`src/rtl/peripheral_mpi_pkg.sv`:
```
// Shared encodings for the AHB3-Lite MPI mailbox: register offsets, AHB codes, STATUS layout.
package peripheral_mpi_pkg;

    localparam logic [1:0] HtransNonseq = 2'b10;
    localparam logic [1:0] HtransSeq    = 2'b11;
    localparam logic [2:0] HsizeWord    = 3'b010;
    localparam logic       HrespOkay    = 1'b0;
    localparam logic       HrespError   = 1'b1;

    localparam logic [7:0] OffTxData     = 8'h00;
    localparam logic [7:0] OffTxLast     = 8'h04;
    localparam logic [7:0] OffTxChan     = 8'h08;
    localparam logic [7:0] OffStatus     = 8'h0C;
    localparam logic [7:0] OffIrqEn      = 8'h10;
    localparam logic [7:0] OffRxDataBase = 8'h40;
    localparam logic [7:0] OffRxStatBase = 8'h80;

    localparam int unsigned StatTxFull     = 0;
    localparam int unsigned StatTxEmpty    = 1;
    localparam int unsigned StatUnderflow  = 2;
    localparam int unsigned StatTxCountLsb = 8;

    typedef enum logic [1:0] {StOkay, StErr1, StErr2} err_state_e;

    typedef enum logic [2:0] {
        RegNone, RegTxData, RegTxLast, RegTxChan, RegStatus, RegIrqEn, RegRxData, RegRxStat
    } reg_e;

endpackage

```
`src/rtl/peripheral_mpi_fifo.sv`:
```
// Synchronous FIFO with combinational head output; push is refused when full, pop when empty.
module peripheral_mpi_fifo #(
    parameter int unsigned WIDTH = 33,
    parameter int unsigned DEPTH = 8
) (
    input  logic                   clk,
    input  logic                   rst_n,
    input  logic                   push,
    input  logic [WIDTH-1:0]       wdata,
    input  logic                   pop,
    output logic [WIDTH-1:0]       rdata,
    output logic                   full,
    output logic                   empty,
    output logic [$clog2(DEPTH):0] count
);

    localparam int unsigned PtrW = $clog2(DEPTH);
    localparam logic [PtrW:0]   FullCnt = (PtrW + 1)'(DEPTH);
    localparam logic [PtrW:0]   CntOne  = 1;
    localparam logic [PtrW-1:0] PtrOne  = 1;

    logic [WIDTH-1:0] mem_q [DEPTH];
    logic [PtrW-1:0]  wr_ptr_q, rd_ptr_q;
    logic [PtrW:0]    count_q, count_d;
    logic             do_push, do_pop;

    assign full    = (count_q == FullCnt);
    assign empty   = (count_q == '0);
    assign count   = count_q;
    assign rdata   = mem_q[rd_ptr_q];
    assign do_push = push & ~full;
    assign do_pop  = pop & ~empty;

    always_comb begin
        count_d = count_q;
        if (do_push && !do_pop) begin
            count_d = count_q + CntOne;
        end else if (!do_push && do_pop) begin
            count_d = count_q - CntOne;
        end
    end

    always_ff @(posedge clk or negedge rst_n) begin
        if (!rst_n) begin
            wr_ptr_q <= '0;
            rd_ptr_q <= '0;
            count_q  <= '0;
        end else begin
            if (do_push) wr_ptr_q <= wr_ptr_q + PtrOne;
            if (do_pop)  rd_ptr_q <= rd_ptr_q + PtrOne;
            count_q <= count_d;
        end
    end

    always_ff @(posedge clk) begin
        if (do_push) mem_q[wr_ptr_q] <= wdata;
    end

endmodule

```
`src/rtl/peripheral_mpi_mbox_ahb3.sv`:
```
// AHB3-Lite MPI message endpoint: TX FIFO onto a flit stream, per-channel RX FIFOs with interrupts.
module peripheral_mpi_mbox_ahb3
    import peripheral_mpi_pkg::*;
#(
    parameter int unsigned HADDR_SIZE = 8,
    parameter int unsigned HDATA_SIZE = 32,
    parameter int unsigned CHANNELS   = 4,
    parameter int unsigned FIFO_DEPTH = 8,
    localparam int unsigned ChanW     = (CHANNELS > 1) ? $clog2(CHANNELS) : 1
) (
    input  logic                  HCLK,
    input  logic                  HRESETn,
    input  logic                  HSEL,
    input  logic [HADDR_SIZE-1:0] HADDR,
    input  logic [HDATA_SIZE-1:0] HWDATA,
    input  logic                  HWRITE,
    input  logic [2:0]            HSIZE,
    input  logic [2:0]            HBURST,
    input  logic [3:0]            HPROT,
    input  logic [1:0]            HTRANS,
    input  logic                  HMASTLOCK,
    input  logic                  HREADY,
    output logic [HDATA_SIZE-1:0] HRDATA,
    output logic                  HREADYOUT,
    output logic                  HRESP,
    output logic                  tx_valid_o,
    input  logic                  tx_ready_i,
    output logic [HDATA_SIZE-1:0] tx_data_o,
    output logic                  tx_last_o,
    output logic [ChanW-1:0]      tx_chan_o,
    input  logic                  rx_valid_i,
    output logic                  rx_ready_o,
    input  logic [HDATA_SIZE-1:0] rx_data_i,
    input  logic                  rx_last_i,
    input  logic [ChanW-1:0]      rx_chan_i,
    output logic [CHANNELS-1:0]   event_o
);

    localparam int unsigned CntW = $clog2(FIFO_DEPTH) + 1;
    localparam int unsigned TxW  = HDATA_SIZE + 1 + ChanW;
    localparam int unsigned RxW  = HDATA_SIZE + 1;
    localparam logic [3:0]  NumCh   = 4'(CHANNELS);
    localparam logic [CntW:0] TxLimit = (CntW + 1)'(FIFO_DEPTH);

    err_state_e state_q, state_d;
    reg_e       reg_sel, wr_reg_q;
    logic       wr_pend_q;
    logic [HDATA_SIZE-1:0] hrdata_q, hrdata_d, rd_val;
    logic [ChanW-1:0]      txchan_q, txchan_d;
    logic [CHANNELS-1:0]   irq_en_q, irq_en_d;
    logic                  underflow_q, underflow_d, underflow_set;

    logic [7:0] off;
    logic [3:0] ch_sel;
    logic       accept, addr_err, acc_ok, acc_err, pend_tx, tx_full_eff;
    logic [CntW:0] tx_used;

    logic            tx_push, tx_pop, tx_full, tx_empty;
    logic [TxW-1:0]  tx_wdata, tx_rdata;
    logic [CntW-1:0] tx_count;

    logic [CHANNELS-1:0] rx_push, rx_pop, rx_full, rx_empty;
    logic [RxW-1:0]      rx_rdata [CHANNELS];
    logic [CntW-1:0]     rx_count [CHANNELS];

    logic unused_ok;
    assign unused_ok = ^{HBURST, HPROT, HMASTLOCK, HADDR};

    assign off    = HADDR[7:0];
    assign ch_sel = off[5:2];

    always_comb begin
        reg_sel = RegNone;
        if (off[1:0] == 2'b00) begin
            if (off == OffTxData)                                   reg_sel = RegTxData;
            else if (off == OffTxLast)                              reg_sel = RegTxLast;
            else if (off == OffTxChan)                              reg_sel = RegTxChan;
            else if (off == OffStatus)                              reg_sel = RegStatus;
            else if (off == OffIrqEn)                               reg_sel = RegIrqEn;
            else if (off[7:6] == OffRxDataBase[7:6] && ch_sel < NumCh) reg_sel = RegRxData;
            else if (off[7:6] == OffRxStatBase[7:6] && ch_sel < NumCh) reg_sel = RegRxStat;
        end
    end

    // A TX write still in its data phase has not reached the FIFO yet but already owns a slot.
    assign pend_tx     = wr_pend_q & ((wr_reg_q == RegTxData) | (wr_reg_q == RegTxLast));
    assign tx_used     = {1'b0, tx_count} + {{CntW{1'b0}}, pend_tx};
    assign tx_full_eff = (tx_used >= TxLimit);

    assign accept = HSEL & HREADY & ((HTRANS == HtransNonseq) | (HTRANS == HtransSeq))
                  & (state_q != StErr1);
    assign addr_err = (reg_sel == RegNone) | (HSIZE != HsizeWord)
                    | (HWRITE & ((reg_sel == RegRxData) | (reg_sel == RegRxStat)))
                    | (!HWRITE & ((reg_sel == RegTxData) | (reg_sel == RegTxLast)))
                    | (HWRITE & ((reg_sel == RegTxData) | (reg_sel == RegTxLast)) & tx_full_eff);
    assign acc_ok  = accept & ~addr_err;
    assign acc_err = accept & addr_err;

    // Reads resolve in the address phase so data and RX pops land on the same edge.
    always_comb begin
        rd_val        = '0;
        rx_pop        = '0;
        underflow_set = 1'b0;
        if (acc_ok && !HWRITE) begin
            case (reg_sel)
                RegTxChan: rd_val[ChanW-1:0] = txchan_q;
                RegStatus: begin
                    rd_val[StatTxFull]                          = tx_full;
                    rd_val[StatTxEmpty]                         = tx_empty;
                    rd_val[StatUnderflow]                       = underflow_q;
                    rd_val[StatTxCountLsb+7:StatTxCountLsb]     = 8'(tx_count);
                end
                RegIrqEn: rd_val[CHANNELS-1:0] = irq_en_q;
                RegRxData: begin
                    for (int c = 0; c < CHANNELS; c++) begin
                        if (ch_sel == 4'(c)) begin
                            if (rx_empty[c]) begin
                                underflow_set = 1'b1;
                            end else begin
                                rd_val    = rx_rdata[c][HDATA_SIZE-1:0];
                                rx_pop[c] = 1'b1;
                            end
                        end
                    end
                end
                RegRxStat: begin
                    for (int c = 0; c < CHANNELS; c++) begin
                        if (ch_sel == 4'(c)) begin
                            rd_val[7:0] = 8'(rx_count[c]);
                            rd_val[8]   = rx_rdata[c][HDATA_SIZE] & ~rx_empty[c];
                        end
                    end
                end
                default: ;
            endcase
        end
    end

    // Writes commit at the edge closing their data phase, when HWDATA is valid.
    always_comb begin
        hrdata_d    = accept ? rd_val : hrdata_q;
        txchan_d    = txchan_q;
        irq_en_d    = irq_en_q;
        underflow_d = underflow_q | underflow_set;
        if (wr_pend_q) begin
            case (wr_reg_q)
                RegTxChan: txchan_d = HWDATA[ChanW-1:0];
                RegIrqEn:  irq_en_d = HWDATA[CHANNELS-1:0];
                RegStatus: if (HWDATA[StatUnderflow] && !underflow_set) underflow_d = 1'b0;
                default: ;
            endcase
        end
    end

    assign tx_push  = pend_tx;
    assign tx_wdata = {txchan_q, (wr_reg_q == RegTxLast), HWDATA};

    always_ff @(posedge HCLK or negedge HRESETn) begin
        if (!HRESETn) begin
            hrdata_q    <= '0;
            wr_pend_q   <= 1'b0;
            wr_reg_q    <= RegNone;
            txchan_q    <= '0;
            irq_en_q    <= '0;
            underflow_q <= 1'b0;
        end else begin
            hrdata_q    <= hrdata_d;
            wr_pend_q   <= acc_ok & HWRITE;
            wr_reg_q    <= reg_sel;
            txchan_q    <= txchan_d;
            irq_en_q    <= irq_en_d;
            underflow_q <= underflow_d;
        end
    end

    always_ff @(posedge HCLK or negedge HRESETn) begin
        if (!HRESETn) state_q <= StOkay;
        else          state_q <= state_d;
    end

    always_comb begin
        state_d = state_q;
        case (state_q)
            StOkay:  if (acc_err) state_d = StErr1;
            StErr1:  state_d = StErr2;
            StErr2:  state_d = acc_err ? StErr1 : StOkay;
            default: state_d = StOkay;
        endcase
    end

    always_comb begin
        HREADYOUT = (state_q != StErr1);
        HRESP     = (state_q == StOkay) ? HrespOkay : HrespError;
        HRDATA    = hrdata_q;
    end

    peripheral_mpi_fifo #(.WIDTH(TxW), .DEPTH(FIFO_DEPTH)) u_tx_fifo (
        .clk   (HCLK),
        .rst_n (HRESETn),
        .push  (tx_push),
        .wdata (tx_wdata),
        .pop   (tx_pop),
        .rdata (tx_rdata),
        .full  (tx_full),
        .empty (tx_empty),
        .count (tx_count)
    );

    assign tx_valid_o = ~tx_empty;
    assign tx_pop     = tx_valid_o & tx_ready_i;
    assign {tx_chan_o, tx_last_o, tx_data_o} = tx_rdata;

    // Out-of-range channels see rx_ready_o=1 with no push, so their words are dropped.
    always_comb begin
        rx_ready_o = 1'b1;
        rx_push    = '0;
        for (int c = 0; c < CHANNELS; c++) begin
            if (rx_chan_i == ChanW'(c)) begin
                rx_ready_o = ~rx_full[c];
                rx_push[c] = rx_valid_i & ~rx_full[c];
            end
        end
    end

    for (genvar g = 0; g < CHANNELS; g++) begin : g_rx
        peripheral_mpi_fifo #(.WIDTH(RxW), .DEPTH(FIFO_DEPTH)) u_rx_fifo (
            .clk   (HCLK),
            .rst_n (HRESETn),
            .push  (rx_push[g]),
            .wdata ({rx_last_i, rx_data_i}),
            .pop   (rx_pop[g]),
            .rdata (rx_rdata[g]),
            .full  (rx_full[g]),
            .empty (rx_empty[g]),
            .count (rx_count[g])
        );
    end

    assign event_o = irq_en_q & ~rx_empty;

endmodule

```
`config.mk`:
```
export PLATFORM = sky130hd
export DESIGN_NAME = peripheral_mpi_mbox_ahb3
export DESIGN_NICKNAME = d
export VERILOG_FILES = /design/src/rtl/peripheral_mpi_pkg.sv /design/src/rtl/peripheral_mpi_fifo.sv /design/src/rtl/peripheral_mpi_mbox_ahb3.sv
export SDC_FILE = /design/constraint.sdc
export NUM_CORES = 1
export LEC_CHECK = 0
export CORE_ASPECT_RATIO = 0.5
export CORE_MARGIN = 8
export CORE_UTILIZATION = 35
export DETAILED_ROUTE_END_ITERATION = 10
export PLACE_DENSITY = 0.54
export SLEW_MARGIN = 40
export SYNTH_ARGS = -nofsm -noshare
export SYNTH_HDL_FRONTEND = slang
export SYNTH_SLANG_ARGS = --single-unit
```
`constraint.sdc`:
```
create_clock -name HCLK -period 7.45 [get_ports HCLK]
set_input_delay 1.1175 -clock HCLK [delete_from_list [all_inputs] [get_ports HCLK]]
set_output_delay 1.1175 -clock HCLK [all_outputs]
set_load 0.01 [all_outputs]
```
[After elaboration in Yosys (flattened, before gate mapping)]
Memory sizes are Yosys's and may differ from the RTL's.
Cells that the tools add are included.
Storage, ports and cells
  input port bits: 95
  bits in latches: 0
  memory bits (read-only): 0
  output and inout port bits: 75
  memories: 5
  flip-flop bits (word level): 95
  RAM bits: 1336
  word-level logic and storage cells: 267
Memory list
  u_tx_fifo.mem_q: depth 8, width 35, rd ports 1, clocked after memory_dff 0, wr ports 1, RTL line peripheral_mpi_fifo.sv:22  | logic [WIDTH-1:0] mem_q [DEPTH];
  g_rx[0].u_rx_fifo.mem_q: depth 8, width 33, rd ports 1, clocked after memory_dff 0, wr ports 1, RTL line peripheral_mpi_fifo.sv:22
  g_rx[1].u_rx_fifo.mem_q: depth 8, width 33, rd ports 1, clocked after memory_dff 0, wr ports 1, RTL line peripheral_mpi_fifo.sv:22
  g_rx[2].u_rx_fifo.mem_q: depth 8, width 33, rd ports 1, clocked after memory_dff 0, wr ports 1, RTL line peripheral_mpi_fifo.sv:22
  g_rx[3].u_rx_fifo.mem_q: depth 8, width 33, rd ports 1, clocked after memory_dff 0, wr ports 1, RTL line peripheral_mpi_fifo.sv:22
Cells by class
  div/mod/pow operators: 0
  reduce and logical (&&, ||, !) cells: 44
  order comparisons: 2
  eq/ne operators: 36
  bitwise operators: 52
  $mul: 0
  $add $sub $neg: 21
  shift operators: 0
  mux-type cells: 85
Operators by type and width (count)
  2-to-1 mux 32 bit: 11
  2-to-1 mux 4 bit: 12
  2-to-1 mux 1 bit: 41
  2-to-1 mux 9 bit: 4
  adder 3 x 1 -> 3 bit, second input constant: 10
  AND 1 bit: 30
  zero test 4 bit: 6
  2-to-1 mux 3 bit: 8
  adder 4 x 1 -> 4 bit, second input constant: 5
  == test 4 bit, second input constant: 5
  subtractor 4 x 1 -> 4 bit, second input constant: 5
  == test 3 bit, second input constant: 6
  == test 8 x 4 -> 1 bit, second input constant: 2
  2-to-1 mux 16 bit: 1
  logical AND 1 bit: 14
  case mux 7 bit (2 select lines): 1
  == test 2 bit, second input constant: 6
  == test 3 x 2 -> 1 bit, second input constant: 4
  zero test 1 bit: 12
  NOT 1 bit: 11
  case mux 2 bit (5 select lines): 1
  nonzero test 2 bit: 5
  bitwise OR 1 bit: 9
  == test 4 x 2 -> 1 bit, second input constant: 2
  other kinds (22): 29

[Depth between registers and ports, before layout]
  depth after elaboration: 28
  depth in mapped cells: 19
  gate-level depth less buffers: 18

[Modules after synthesis]
From an unflattened synthesis, not the netlist that was laid out.
Unflattened totals
  cells, all modules: 2581
  area, all modules: 57237.4 sq um
By module, submodules not included
  peripheral_mpi_fifo (g_rx[0].u_rx_fifo ...): times used 4, sequential area each 8177.8 sq um, area an instance 10662.7 sq um, cells each 446
  peripheral_mpi_fifo (u_tx_fifo): times used 1, sequential area each 8658.3 sq um, area an instance 11421.0 sq um, cells each 469
  peripheral_mpi_mbox_ahb3: times used 1, sequential area each 1126.1 sq um, area an instance 3165.5 sq um, cells each 328

[Worst setup path after synthesis]
Ideal clock, no wire load.
  kind: input to register
  start: input rx_chan_i[0]
  end: memory g_rx[0].u_rx_fifo.mem_q[0][0] (enable)
  setup time: 0.506 ns
  required time: 6.944 ns
  slack: 2.215 ns
  arrival time: 4.730 ns
  cell stages on the path: 3
  cell sequence: a211oi_1 -> nand2_1 -> nor4_1
Between the ends
  word-level cells in the longest chain between the ends: 5
Ends and longest elaborated chain
  start, declared: RTL line peripheral_mpi_mbox_ahb3.sv:35  | input logic [ChanW-1:0] rx_chan_i,
  zero test 2 bit: RTL line peripheral_mpi_mbox_ahb3.sv:218  | if (rx_chan_i == ChanW'(c)) begin
  2-to-1 mux 1 bit: RTL line peripheral_mpi_mbox_ahb3.sv:218
  AND 1 bit: RTL line peripheral_mpi_fifo.sv:31  | assign do_push = push & ~full;
  2-to-1 mux 1 bit: RTL line peripheral_mpi_fifo.sv:56  | if (do_push) mem_q[wr_ptr_q] <= wdata;
  2-to-1 mux 1 bit (not written as such): RTL line peripheral_mpi_fifo.sv:56
  end, declared: RTL line peripheral_mpi_fifo.sv:22
Every way passes these cells.

[Worst setup path after layout]
  start: register u_tx_fifo.rd_ptr_q[0]
  end: output tx_chan_o[0]
Between the ends
  word-level cells in the longest chain between the ends: 1
Ends and longest elaborated chain
  start, declared: RTL line peripheral_mpi_fifo.sv:23  | logic [PtrW-1:0] wr_ptr_q, rd_ptr_q;
  start signal, assigned: RTL line peripheral_mpi_fifo.sv:50  | if (do_pop) rd_ptr_q <= rd_ptr_q + PtrOne;
  memory (8 x 35 bit)
  end, declared: RTL line peripheral_mpi_mbox_ahb3.sv:30  | output logic [ChanW-1:0] tx_chan_o,
Every way passes these cells.

==> metrics.md <==
| Metric | Value |
|---|---|
| Status | finished, final reports clean |
| Syn-to-layout area delta | 15.89% |
| TritonCTS clock tree | yes |
| Worst vdd ir | 0.0001721 V |
| Crit-path slowest cell | dfrtp_4 |
| Gpl congestion | approximately 0.74 |
| Worst Clk Skew | between 0.02 and 0.03 ns |
| WP data arrival | roughly 3.5 ns |
| Detail Route Antenna Nets | 0 |
| Flop2flop setup slack | 3.32 ns |
| Port Buffers | 160 |
| Crit path kind | reg2out |
| Unique cell type count in the Yosys netlist | 64 |
| R2R cell count | 17 |
| Mapped Nets | approximately 2,700 |
| Most frequent cells in the layout | edfxtp_1, mux4_2, clkbuf_16, mux2i_1, clkdlybuf4s50_1 |
| Post-DP Area | 60,240 um^2 |
| Leakage | about 0.020 uW |
| Syn_area_per_cell | 21.68 um^2 |
| Total core area | between 150,000 and 200,000 um^2 |
| Die X | around 580 um |
| Cell area after synthesis | 55,850 um^2 |
| DR vias/cell | around 5.2 |
| Yosys Warn Count | 0 |
| Slew margin rel. | between 40% and 50% |
| Final Max Tran Viols | 0 |
| Num rows | a little over 100 |
| Post-synth ARST share | around 6.6% |
| Post-CTS resize count | 0 |
| Fraction of layout cells with a size suffix above 1 | a little over a quarter |
| Worst-path clk slew | roughly 0.06 ns |
| Fill cells | 13,790 |
| Die Y-Extent | between 200 and 300 um |
| Power per cell area | around 290 nW/um^2 |
| 1st-iter DRT viols | ~2,300 |
| Max Cap Viol | 0 |
| Cell taking the most area after synthesis | edfxtp_1 |
| CP Max Fanout | 20 |
| HPWL after detailed placement | between 70,000 and 80,000 um |
| Req. time, crit path | around 6.3 ns |
| Fin. Hold Viols | 0 |
| Setup bufs post-CTS | 0 |
| # hold bufs at CTS | 0 |
| Routed len/inst | ~27 um |
| Vias in the first global route | 27,250 |
| Clk sink count | between 1,000 and 1,500 |
| RSZ-0062 raised after global routing | no |
| Final hold slack | between 0.3 and 0.4 ns |
| Pre-antenna DRT Iters | 7 |
| CTS Buffer Depth | 3 |
| R2r startpoint | wr_reg_q[0]$_DFF_PN0_ |
| Drt total wl | 136,200 um |
| Largest net degree at the start of global routing | just over 70 |
| Cell area after layout | 64,720 um^2 |
| Ports | 170 |
| Post-synthesis register bit count | around 1,400 |
| CP Depth | 5 |
| TNS Setup | 0 ns |
| Initial antenna violation count | 8 |
| Min-delay worst type | in2async |
| Register area share after synthesis | about three quarters |
| Layout Nets | between 2,000 and 3,000 |
| Tcrit/Tclk final | between 60 and 70% |
| Pre-CTS WS | about 2.3 ns |
| Clock buffer count from CTS | ~140 |
| Total GRT Usage | 15.45% |
| Crit end category | output pin |
| Slew @ Worst Pin | approximately 0.85 ns |
| Worst r2r dst | g_rx[2].u_rx_fifo.count[3]$_DFFE_PN0P_ |
| Crit path buffers/inverters | 3 |
| First-pass GRT wire length | approximately 200,000 um |
| Die Footprint | between 150,000 and 200,000 um^2 |
| CP delay by family, top | buffers and inverters |
| Setup WS post-layout | ~2.8 ns |
| Most common cell after layout, fill and taps aside | edfxtp_1 |
| Remaining Overflow, GRT | 0 |
| Post-synthesis cell count | between 2,000 and 3,000 |
| Final core occ | approximately 40% |
| Starting Density | about a third |
| Clock latency on the worst-skew pair | around 0.75 ns |
| Crit-path max cell delay | 0.67 ns |
| FMAX | 0.2157 GHz |
| # DRC | 0 |
| Via count | 26,390 |
| CP Launch Type | register |
| Cell Chain, Critical Path | buf_12, buf_4, mux4_2, mux2_2, clkdlybuf4s50_1 |
| Synth area leaders | edfxtp_1, mux4_2, dfrtp_1 |
| Share of the synthesized area in the top cell type | a little under three quarters |
| Final setup vio count | 0 |
| Ys flop type | edfxtp_1 |
| Post-synth EDFFs | between 1,000 and 1,500 |
| Min Clock Period, post-route | 4.636 ns |
| Root Buffer | clkbuf_16 |
| H-Tree Depth | 4 |
## final cells by class
cell class	instances	area (um^2)	share of cell area, %
Antenna cell	2	5.005	0.007733
Clock buffer	172	3652	5.643
Clock inverter	76	799.5	1.235
Inverter	11	41.29	0.06380
Multi-Input combinational cell	1008	12980	20.05
Sequential cell	1431	42540	65.72
Tap cell	2100	2628	4.060
Timing Repair Buffer	231	2082	3.217
## metal layers
layer  vias up  track usage, %  part of all wire [%]
met4         2           3.593                   1.7
met2       669           24.60                    47
li1      11210               -                     -
met1     14350           22.26                    46
met5         -               0                0.0095
met3       159           2.687                   5.2
## power breakdown
group          switching, uW  leakage [uW]  total [uW]  internal (uW)
clock network           3040       0.00216        6940           3900
registers                288        0.0132        9410           9120
logic                   1110       0.00440        2210           1090
total                   4450        0.0198       18600          14100
## state kept, by name, summed over array words and instances (netlist names), 4 cells and up
register and cells:
g_rx.u_rx_fifo.rd_ptr_q 12, u_tx_fifo.mem_q 280, HRDATA 32, irq_en_q 4, g_rx.u_rx_fifo.count 16, g_rx.u_rx_fifo.mem_q 1056
g_rx.u_rx_fifo.wr_ptr_q 12, u_tx_fifo.count 4
## cell usage after synthesis, types with 7 or more instances
cell type  number
a22o_1          8
mux2i_1       132
nand2_1        67
inv_1          10
buf_4           7
o22ai_2        20
nor2b_1         7
mux2_2         63
o22ai_1        40
a21oi_1        13
dfrtp_1        95
nand3_1         9
ha_1           27
o21ai_1        29
mux4_2        333
buf_2          52
xnor2_1        25
nor2_1         77
buf_1          15
xor2_1         18
o21ai_0        14
edfxtp_1     1336
nand2b_1       21
nor3_1         24
clkbuf_1       46
## worst reg2reg max path: stages (launching register included)
cell and delay, ns:
dfrtp_1 0.44, xnor2_1 0.15, nor3b_1 0.33, ha_1 0.24
nand3_1 0.11, mux2i_1 0.26, a21oi_1 0.11, o22ai_1 0.25
and3b_1 0.58, nand3_1 0.20, ha_1 0.28, inv_1 0.12
ha_1 0.25, a21o_1 0.18, a21oi_1 0.16, xnor2_1 0.14
nor2_1 0.07, xor2_1 0.14
## metrics by stage
stage | total power (uW) | std cells
after floorplan | 10790 | 2576
after global placement | 11780 | 4773
after detailed placement | 11850 | 4777
after CTS | 18830 | 5025
after global routing | 19300 | 5030
final | 18560 | 5031
## kinds of logic (layout without fill, tap and decap cells)
kind of cell | count (synthesis) | in the layout | share of synthesized area, %
flops | 1431 | 1431 | 76.09
mux | 532 | 532 | 17.15
simple gates | 245 | 245 | 2.115
compound gates | 156 | 156 | 2.023
buf+inv | 137 | 490 | 1.165
xor+xnor | 43 | 43 | 0.6744
fa+ha+maj | 32 | 32 | 0.7841
other cells | 0 | 2 | 0
## worst max-delay path by stage
stage	slack, ns	to	start
floorplan	2.21	g_rx[0].u_rx_fifo.mem_q[0][0]$_DFFE_PP_	rx_chan_i[0]
global placement	2.36	g_rx[0].u_rx_fifo.count[3]$_DFFE_PN0P_	HADDR[2]
detailed placement	2.35	g_rx[0].u_rx_fifo.count[3]$_DFFE_PN0P_	HADDR[3]
CTS	2.65	tx_data_o[1]	u_tx_fifo.rd_ptr_q[0]$_DFFE_PN0P_
global route	2.58	tx_chan_o[0]	u_tx_fifo.rd_ptr_q[0]$_DFFE_PN0P_
finish	2.81	tx_chan_o[0]	u_tx_fifo.rd_ptr_q[0]$_DFFE_PN0P_
Power figures use the tool's default switching activity.
